`config.mk`:
```
export PLATFORM = sky130hd
export DESIGN_NAME = ro_puf_ctrl
export DESIGN_NICKNAME = d
export VERILOG_FILES = /design/src/rtl/ro_puf_ctrl.sv
export SDC_FILE = /design/constraint.sdc
export NUM_CORES = 1
export LEC_CHECK = 0
export CAP_MARGIN = 20
export CORE_MARGIN = 8
export CORE_UTILIZATION = 44
export DETAILED_ROUTE_END_ITERATION = 8
export DONT_BUFFER_PORTS = 1
export PLACE_DENSITY = 0.59
export SYNTH_ARGS = -nofsm -noshare
export SYNTH_HDL_FRONTEND = slang
export SYNTH_SLANG_ARGS = --single-unit
```
`constraint.sdc`:
```
create_clock -name clk -period 4.05 [get_ports clk]
set_clock_uncertainty 0.15 [all_clocks]
set_input_delay 1.0125 -clock clk [delete_from_list [all_inputs] [get_ports clk]]
set_output_delay 1.0125 -clock clk [all_outputs]
set_load 0.05 [all_outputs]
```
`src/rtl/ro_puf_ctrl.sv`:
```
// Ring-oscillator PUF measurement controller: selects two rings, lets them settle,
// counts synchronized rising edges over a fixed window and reports which ring is faster.
module ro_puf_ctrl #(
    parameter int WINDOW = 1024,
    parameter int SETTLE = 8,
    parameter int CNT_W  = 16
) (
    input  logic             clk,
    input  logic             rst,
    input  logic             start,
    input  logic [9:0]       challenge,
    input  logic             ro_a,
    input  logic             ro_b,
    output logic [4:0]       sel_a,
    output logic [4:0]       sel_b,
    output logic             ro_en,
    output logic             busy,
    output logic             done,
    output logic             response,
    output logic             tie,
    output logic             err,
    output logic [CNT_W-1:0] cnt_a,
    output logic [CNT_W-1:0] cnt_b
);

    localparam int TMAX = (WINDOW > SETTLE) ? WINDOW : SETTLE;
    localparam int TW   = $clog2(TMAX + 1);
    localparam logic [TW-1:0]    SETTLE_LAST = TW'(SETTLE - 1);
    localparam logic [TW-1:0]    WINDOW_LAST = TW'(WINDOW - 1);
    localparam logic [CNT_W-1:0] CNT_MAX     = {CNT_W{1'b1}};

    typedef enum logic [1:0] {
        S_IDLE   = 2'd0,
        S_SETTLE = 2'd1,
        S_COUNT  = 2'd2,
        S_CMP    = 2'd3
    } state_t;

    state_t           state_r;
    logic [TW-1:0]    timer_r;
    logic [1:0]       sync_a_r;
    logic [1:0]       sync_b_r;
    logic             prev_a_r;
    logic             prev_b_r;
    logic             rise_a_r;
    logic             rise_b_r;
    logic [CNT_W-1:0] cnt_a_nxt_s;
    logic [CNT_W-1:0] cnt_b_nxt_s;

    // Free-running 2-flop synchronizers followed by registered rising-edge detectors.
    always_ff @(posedge clk) begin
        if (rst) begin
            sync_a_r <= 2'b00;
            sync_b_r <= 2'b00;
            prev_a_r <= 1'b0;
            prev_b_r <= 1'b0;
            rise_a_r <= 1'b0;
            rise_b_r <= 1'b0;
        end else begin
            sync_a_r <= {sync_a_r[0], ro_a};
            sync_b_r <= {sync_b_r[0], ro_b};
            prev_a_r <= sync_a_r[1];
            prev_b_r <= sync_b_r[1];
            rise_a_r <= sync_a_r[1] & ~prev_a_r;
            rise_b_r <= sync_b_r[1] & ~prev_b_r;
        end
    end

    // Saturating next-count values; the final COUNT cycle compares these directly.
    always_comb begin
        cnt_a_nxt_s = cnt_a;
        cnt_b_nxt_s = cnt_b;
        if (rise_a_r && (cnt_a != CNT_MAX)) begin
            cnt_a_nxt_s = cnt_a + CNT_W'(1);
        end else begin
            cnt_a_nxt_s = cnt_a;
        end
        if (rise_b_r && (cnt_b != CNT_MAX)) begin
            cnt_b_nxt_s = cnt_b + CNT_W'(1);
        end else begin
            cnt_b_nxt_s = cnt_b;
        end
    end

    // Measurement sequencer with all host-visible outputs registered.
    always_ff @(posedge clk) begin
        if (rst) begin
            state_r  <= S_IDLE;
            timer_r  <= '0;
            sel_a    <= 5'd0;
            sel_b    <= 5'd0;
            ro_en    <= 1'b0;
            busy     <= 1'b0;
            done     <= 1'b0;
            response <= 1'b0;
            tie      <= 1'b0;
            err      <= 1'b0;
            cnt_a    <= '0;
            cnt_b    <= '0;
        end else begin
            done <= 1'b0;
            case (state_r)
                S_IDLE: begin
                    if (start) begin
                        sel_a    <= challenge[4:0];
                        sel_b    <= challenge[9:5];
                        cnt_a    <= '0;
                        cnt_b    <= '0;
                        response <= 1'b0;
                        tie      <= 1'b0;
                        timer_r  <= '0;
                        if (challenge[4:0] != challenge[9:5]) begin
                            ro_en   <= 1'b1;
                            busy    <= 1'b1;
                            err     <= 1'b0;
                            state_r <= S_SETTLE;
                        end else begin
                            // Identical rings would always tie; reject without enabling them.
                            err  <= 1'b1;
                            done <= 1'b1;
                        end
                    end
                end
                S_SETTLE: begin
                    if (timer_r == SETTLE_LAST) begin
                        timer_r <= '0;
                        state_r <= S_COUNT;
                    end else begin
                        timer_r <= timer_r + TW'(1);
                    end
                end
                S_COUNT: begin
                    cnt_a <= cnt_a_nxt_s;
                    cnt_b <= cnt_b_nxt_s;
                    if (timer_r == WINDOW_LAST) begin
                        response <= (cnt_a_nxt_s > cnt_b_nxt_s);
                        tie      <= (cnt_a_nxt_s == cnt_b_nxt_s);
                        done     <= 1'b1;
                        busy     <= 1'b0;
                        timer_r  <= '0;
                        state_r  <= S_CMP;
                    end else begin
                        timer_r <= timer_r + TW'(1);
                    end
                end
                S_CMP: begin
                    ro_en   <= 1'b0;
                    state_r <= S_IDLE;
                end
                default: begin
                    state_r <= S_IDLE;
                end
            endcase
        end
    end

endmodule
```
Yosys cells after proc, flatten, opt, wreduce, memory -nomap -nowiden
Index checks and enable logic that the tools add are counted.

Flip-flop bits (word level): 69. Input bits: 15. Word-level logic and storage cells: 80. Output and inout bits: 48.

Reductions and logical operators: 13. Mux-type cells: 28. Equal/unequal tests: 13. $lt $le $gt $ge: 1. Add/subtract/negate cells: 3. Bitwise operators: 4.

Operators with widths (number): $pmux 16 s2 (2); $mux 16 (3); $mux 11 (3); $pmux 11 s3 (1); $add 16x1->16 const B (2); $ne 16x16->1 const B (2); $eq 16x16->1 (1); $gt 16x16->1 (1); $add 11x1->11 const B (1); $eq 11x10->1 const B (1); $eq 11x3->1 const B (1); $pmux 1 s2 (5); $mux 1 (9); $mux 2 (4); $ne 2x2->1 const B (4); $pmux 2 s4 (1); $reduce_and 4->1 (2); $reduce_and 2->1 (3); $reduce_and 3->1 (2); $ne 5x5->1 (1); $eq 2x2->1 const B (2); $reduce_bool 2->1 (2); $reduce_bool 3->1 (1); $and 1x1->1 (2); other kinds (4) (6).

Logic depth before layout (Yosys ltp)
Word-level depth: 6. Depth in mapped cells: 13. Gate-level depth less buffers: 12.

Least setup slack after synthesis
No wires, ideal clock.

Path type: register to register. Start: register cnt_a[0]. End: register response. Library setup time: 0.125 ns. Arrival: 3.163 ns. Path slack: 0.613 ns. Clock period less this slack: 3.437 ns. Cell stages (with the launch flop): 13. Path buffers: 0. Required time: 3.775 ns. Path through: dfxtp_1 > ha_1 > and4_1 > nand3_1 > o21ai_1 > nor2_1 > xor2_1 > ha_1 > a21oi_1 > o21ai_0 > a221o_1 > a211oi_1 > o21ai_0.

Longest elaborated chain between the ends: 6. Elaborated cells on any way between the ends: 7. Classes of those cells: add/sub: 1; order compare: 1; eq/ne: 1; mux: 3; reduce/logical: 1.

RTL lines: start: declaration (line 22) `output logic [CNT_W-1:0] cnt_a,`; start signal: assignment (line 133) `cnt_a <= cnt_a_nxt_s;`; branches (longest 2 deep; another with $add 16x1->16); $mux 16 * (line 73) `if (rise_a_r && (cnt_a != CNT_MAX)) begin`; $gt 16x16->1 * (line 136) `response <= (cnt_a_nxt_s > cnt_b_nxt_s);`; $mux 1 * (line 135) `if (timer_r == WINDOW_LAST) begin`; $pmux 1 s2 * (line 102) `case (state_r)`; end signal: assignment (line 136); end: declaration (line 19) `output logic response,`.

Mark *: on every way between the ends. The select of a mux whose other input is x is not followed. A chain may end at the register's enable or synchronous reset.

Worst setup path in the final report
Start: register cnt_b[15]. End: register response.

Longest elaborated chain between the ends: 6. Elaborated cells on any way between the ends: 7. Classes of those cells: add/sub: 1; order compare: 1; eq/ne: 1; mux: 3; reduce/logical: 1.

RTL lines: start: declaration (line 23) `output logic [CNT_W-1:0] cnt_b`; start signal: assignment (line 134) `cnt_b <= cnt_b_nxt_s;`; branches (longest 2 deep; another with $add 16x1->16); $mux 16 * (line 78) `if (rise_b_r && (cnt_b != CNT_MAX)) begin`; $gt 16x16->1 * (line 136); $mux 1 * (line 135); $pmux 1 s2 * (line 102).

Marked as above.

==> impl_metrics.json <==
{
  "drv_cap": 0,
  "worst_pin_slew_ns": 0.761,
  "p_int_mw": 1.09,
  "dr_wl_cell_um": 16.9,
  "synth_enable_flop_cells": 0,
  "power_per_cell_area_mw_per_mm2": 389,
  "cts.htree.levels": 3,
  "critPathKind": "register to register",
  "core-area_mm2": 0.00911,
  "post-cts-setup-buffer-count": 0,
  "post-route-period-util_pct": 84.5,
  "ys_async_sr_fraction_pct": 0,
  "synth_area_per_cell_um2": 8.00,
  "synth.distinct_cells": 54,
  "place_worst_setup_slack_ns": 0.705,
  "cts_tree": "built",
  "grt_first_pass_wirelength_um": 17900,
  "synthesis.instances": 507,
  "tritoncts.num_buffers": 9,
  "slew-limit-headroom_pct": 49.1,
  "die_width_um": 112,
  "clk-insertion-delay-late_ns": 0.35,
  "timing.final.setup_violations": 0,
  "maximum_fanout_count_along_the_critical_path": 7,
  "hold_viol": 0,
  "placement_rows": 35,
  "worst_ep_required_time_ns": 4.13,
  "grt_setup_unrepaired": "no",
  "final_layout_size_suffix_gt1_share_pct": 12.3,
  "total_switching_power_uw": 680,
  "dpl.hpwl_um": 8000,
  "detail-route-antenna-nets": 0,
  "insertedDiodeCount": 0,
  "yosys_reg_bits": 69,
  "io-pin-count": 63,
  "worstPathArrival_ns": 3.50,
  "viasPerCell": 5.91,
  "drt_pass1_iterations": 4,
  "grt_max_degree": 34,
  "combPwrFrac_pct": 22.7,
  "place.gp.congestion": 0.850,
  "netlist_area_mm2": 0.00406,
  "initial_antenna_violation_count": 0,
  "clock_transition_at_path_regs_ns": 0.09,
  "post_route_wl_um": 10900,
  "area_grow_syn2layout_pct": 12.0,
  "grt_use_total_pct": 17.6,
  "power.leakage_nw": 1.69,
  "period_needed_ns": 3.42,
  "clock_tree.root_cell": "clkbuf_8",
  "cts_resized": 0,
  "design.die.area_mm2": 0.0125,
  "swShare_pct": 38.5,
  "cts_max_path_buffers": 2,
  "setup_slack_ns": 0.630,
  "setup.worst_path.start_class": "register",
  "die_height_um": 112,
  "drc_errors": 0,
  "power_frac_seq_pct": 47.1,
  "number_of_buffers_added_on_ports": 0,
  "ys_seq_area_share_pct": 34.1,
  "vdd.ir_drop.worst_uv": 389,
  "synth_top_cell_by_area": "dfxtp_1",
  "final.setup.tns_ns": 0,
  "yosys.area.top_type_share_pct": 34.1,
  "p_clk_share_pct": 30.2,
  "dr.first_iter.drc_count": 222,
  "hold_path_class": "register to register",
  "netlist_top_cells_area": "dfxtp_1 (34%), ha_1 (7.1%), nand2_1 (7.0%)",
  "synth-main-ff-cell": "dfxtp_1",
  "layout.nets": 568,
  "post_cts_hold_buffer_count": 0,
  "final_max_slew_viol_count": 0,
  "start_util_pct": 44.5,
  "detailroute.via_count": 3816,
  "outcome": "finished, final reports clean",
  "first_global_vias": 3569,
  "synth_most_common_cell": "nand2_1",
  "critical_path.endpoint_type": "register",
  "synth_nets": 545,
  "synth.top_cells.by_count": "nand2_1 (76), dfxtp_1 (69), a21oi_1 (41)",
  "yosys_warnings": 0,
  "overflow": 0,
  "timing.fmax_ghz": 0.292,
  "numClockSinks": 69
}
## worst max-delay path: stages (launching register included)
cell and delay, ns:
dfxtp_1 0.75, and3_1 0.25, nand3_1 0.20, o21bai_1 0.47, nor2_1 0.14, xnor2_1 0.16
ha_1 0.30, nand4_1 0.13, nor4_1 0.48, or3_1 0.17, o21ai_0 0.08
## path summary, 6_finish.rpt
path	start	end	slack (ns)	depth (start not counted)
min reg2reg	prev_b_r	rise_b_r	0.24	1
max reg2reg	cnt_b[15]	response	0.63	10
max	cnt_b[15]	response	0.63	10
min	prev_b_r	rise_b_r	0.24	1
## layout make-up
class	instances	area, µm²
clock buffers	10	138
repair buffers	35	263
fillers	918	4570
multi-input cells	398	2510
well taps	111	139
flip-flops and latches	69	1380
clock inverters	6	45.0
inverters	17	63.8
## cell families (layout without fill, tap and decap cells)
group	after synthesis	after routing	share of synthesized area [%]
fa+ha+maj	23	23	7.10
xor+xnor	33	33	7.13
compound gates	129	129	20.3
flops	69	69	34.1
buf+inv	40	68	4.13
mux	3	3	0.741
simple gates	210	210	26.6
## cell usage in the layout, fill, tap and decap left out, types with 4 or more instances in the layout
| cell type | n |
|---|---|
| o21ai_0 | 27 |
| nand2b_1 | 6 |
| or3_1 | 9 |
| buf_4 | 35 |
| nor3_1 | 8 |
| and4_1 | 4 |
| and3_1 | 13 |
| nor2_1 | 21 |
| o31ai_1 | 4 |
| inv_1 | 16 |
| nand2_1 | 76 |
| and2_1 | 7 |
| a211oi_1 | 4 |
| a31oi_1 | 20 |
| nand3_1 | 22 |
| dfxtp_1 | 69 |
| clkbuf_8 | 10 |
| o211ai_1 | 8 |
| xnor2_1 | 20 |
| xor2_1 | 13 |
| or4_1 | 6 |
| nand4_1 | 15 |
| nor2b_1 | 9 |
| a21oi_1 | 41 |
| ha_1 | 23 |
## routing by layer
metal	wire, µm	part of all wire (%)	GRT usage [%]
met4	165	1.5	7.82
met2	5220	48	29.4
met1	4630	42	20.7
met3	925	8.5	4.65
met5	0	0	0
## state kept, by name, indices dropped and copies added (netlist names), 2 cells and up
| signal | cells |
|---|---|
| cnt_a | 16 |
| cnt_b | 16 |
| sel_a | 5 |
| sel_b | 5 |
| state_r | 2 |
| sync_a_r | 2 |
| sync_b_r | 2 |
| timer_r | 11 |
## power groups by stage
stage | registers (mW) | logic [mW] | clock network (mW)
2_1_floorplan | 0.840 | 0.314 | 0
3_3_place_gp | 0.847 | 0.396 | 0
3_5_place_dp | 0.849 | 0.402 | 0
4_1_cts | 0.833 | 0.404 | 0.548
5_1_grt | 0.838 | 0.450 | 0.577
6_report | 0.832 | 0.402 | 0.533
## metrics by stage
stage          area [µm²]  hold slack (ns)  instances  power, mW  util, %
2_1_floorplan        4060            0.217        507       1.15        -
3_3_place_gp         4360            0.222        630       1.24     47.8
3_5_place_dp         4360            0.223        630       1.25     47.8
4_1_cts              4540            0.234        646       1.78     49.8
5_1_grt              4540            0.240        646       1.87     49.8
6_report             4540            0.236        646       1.77     49.8
Power figures use the tool's default switching activity.
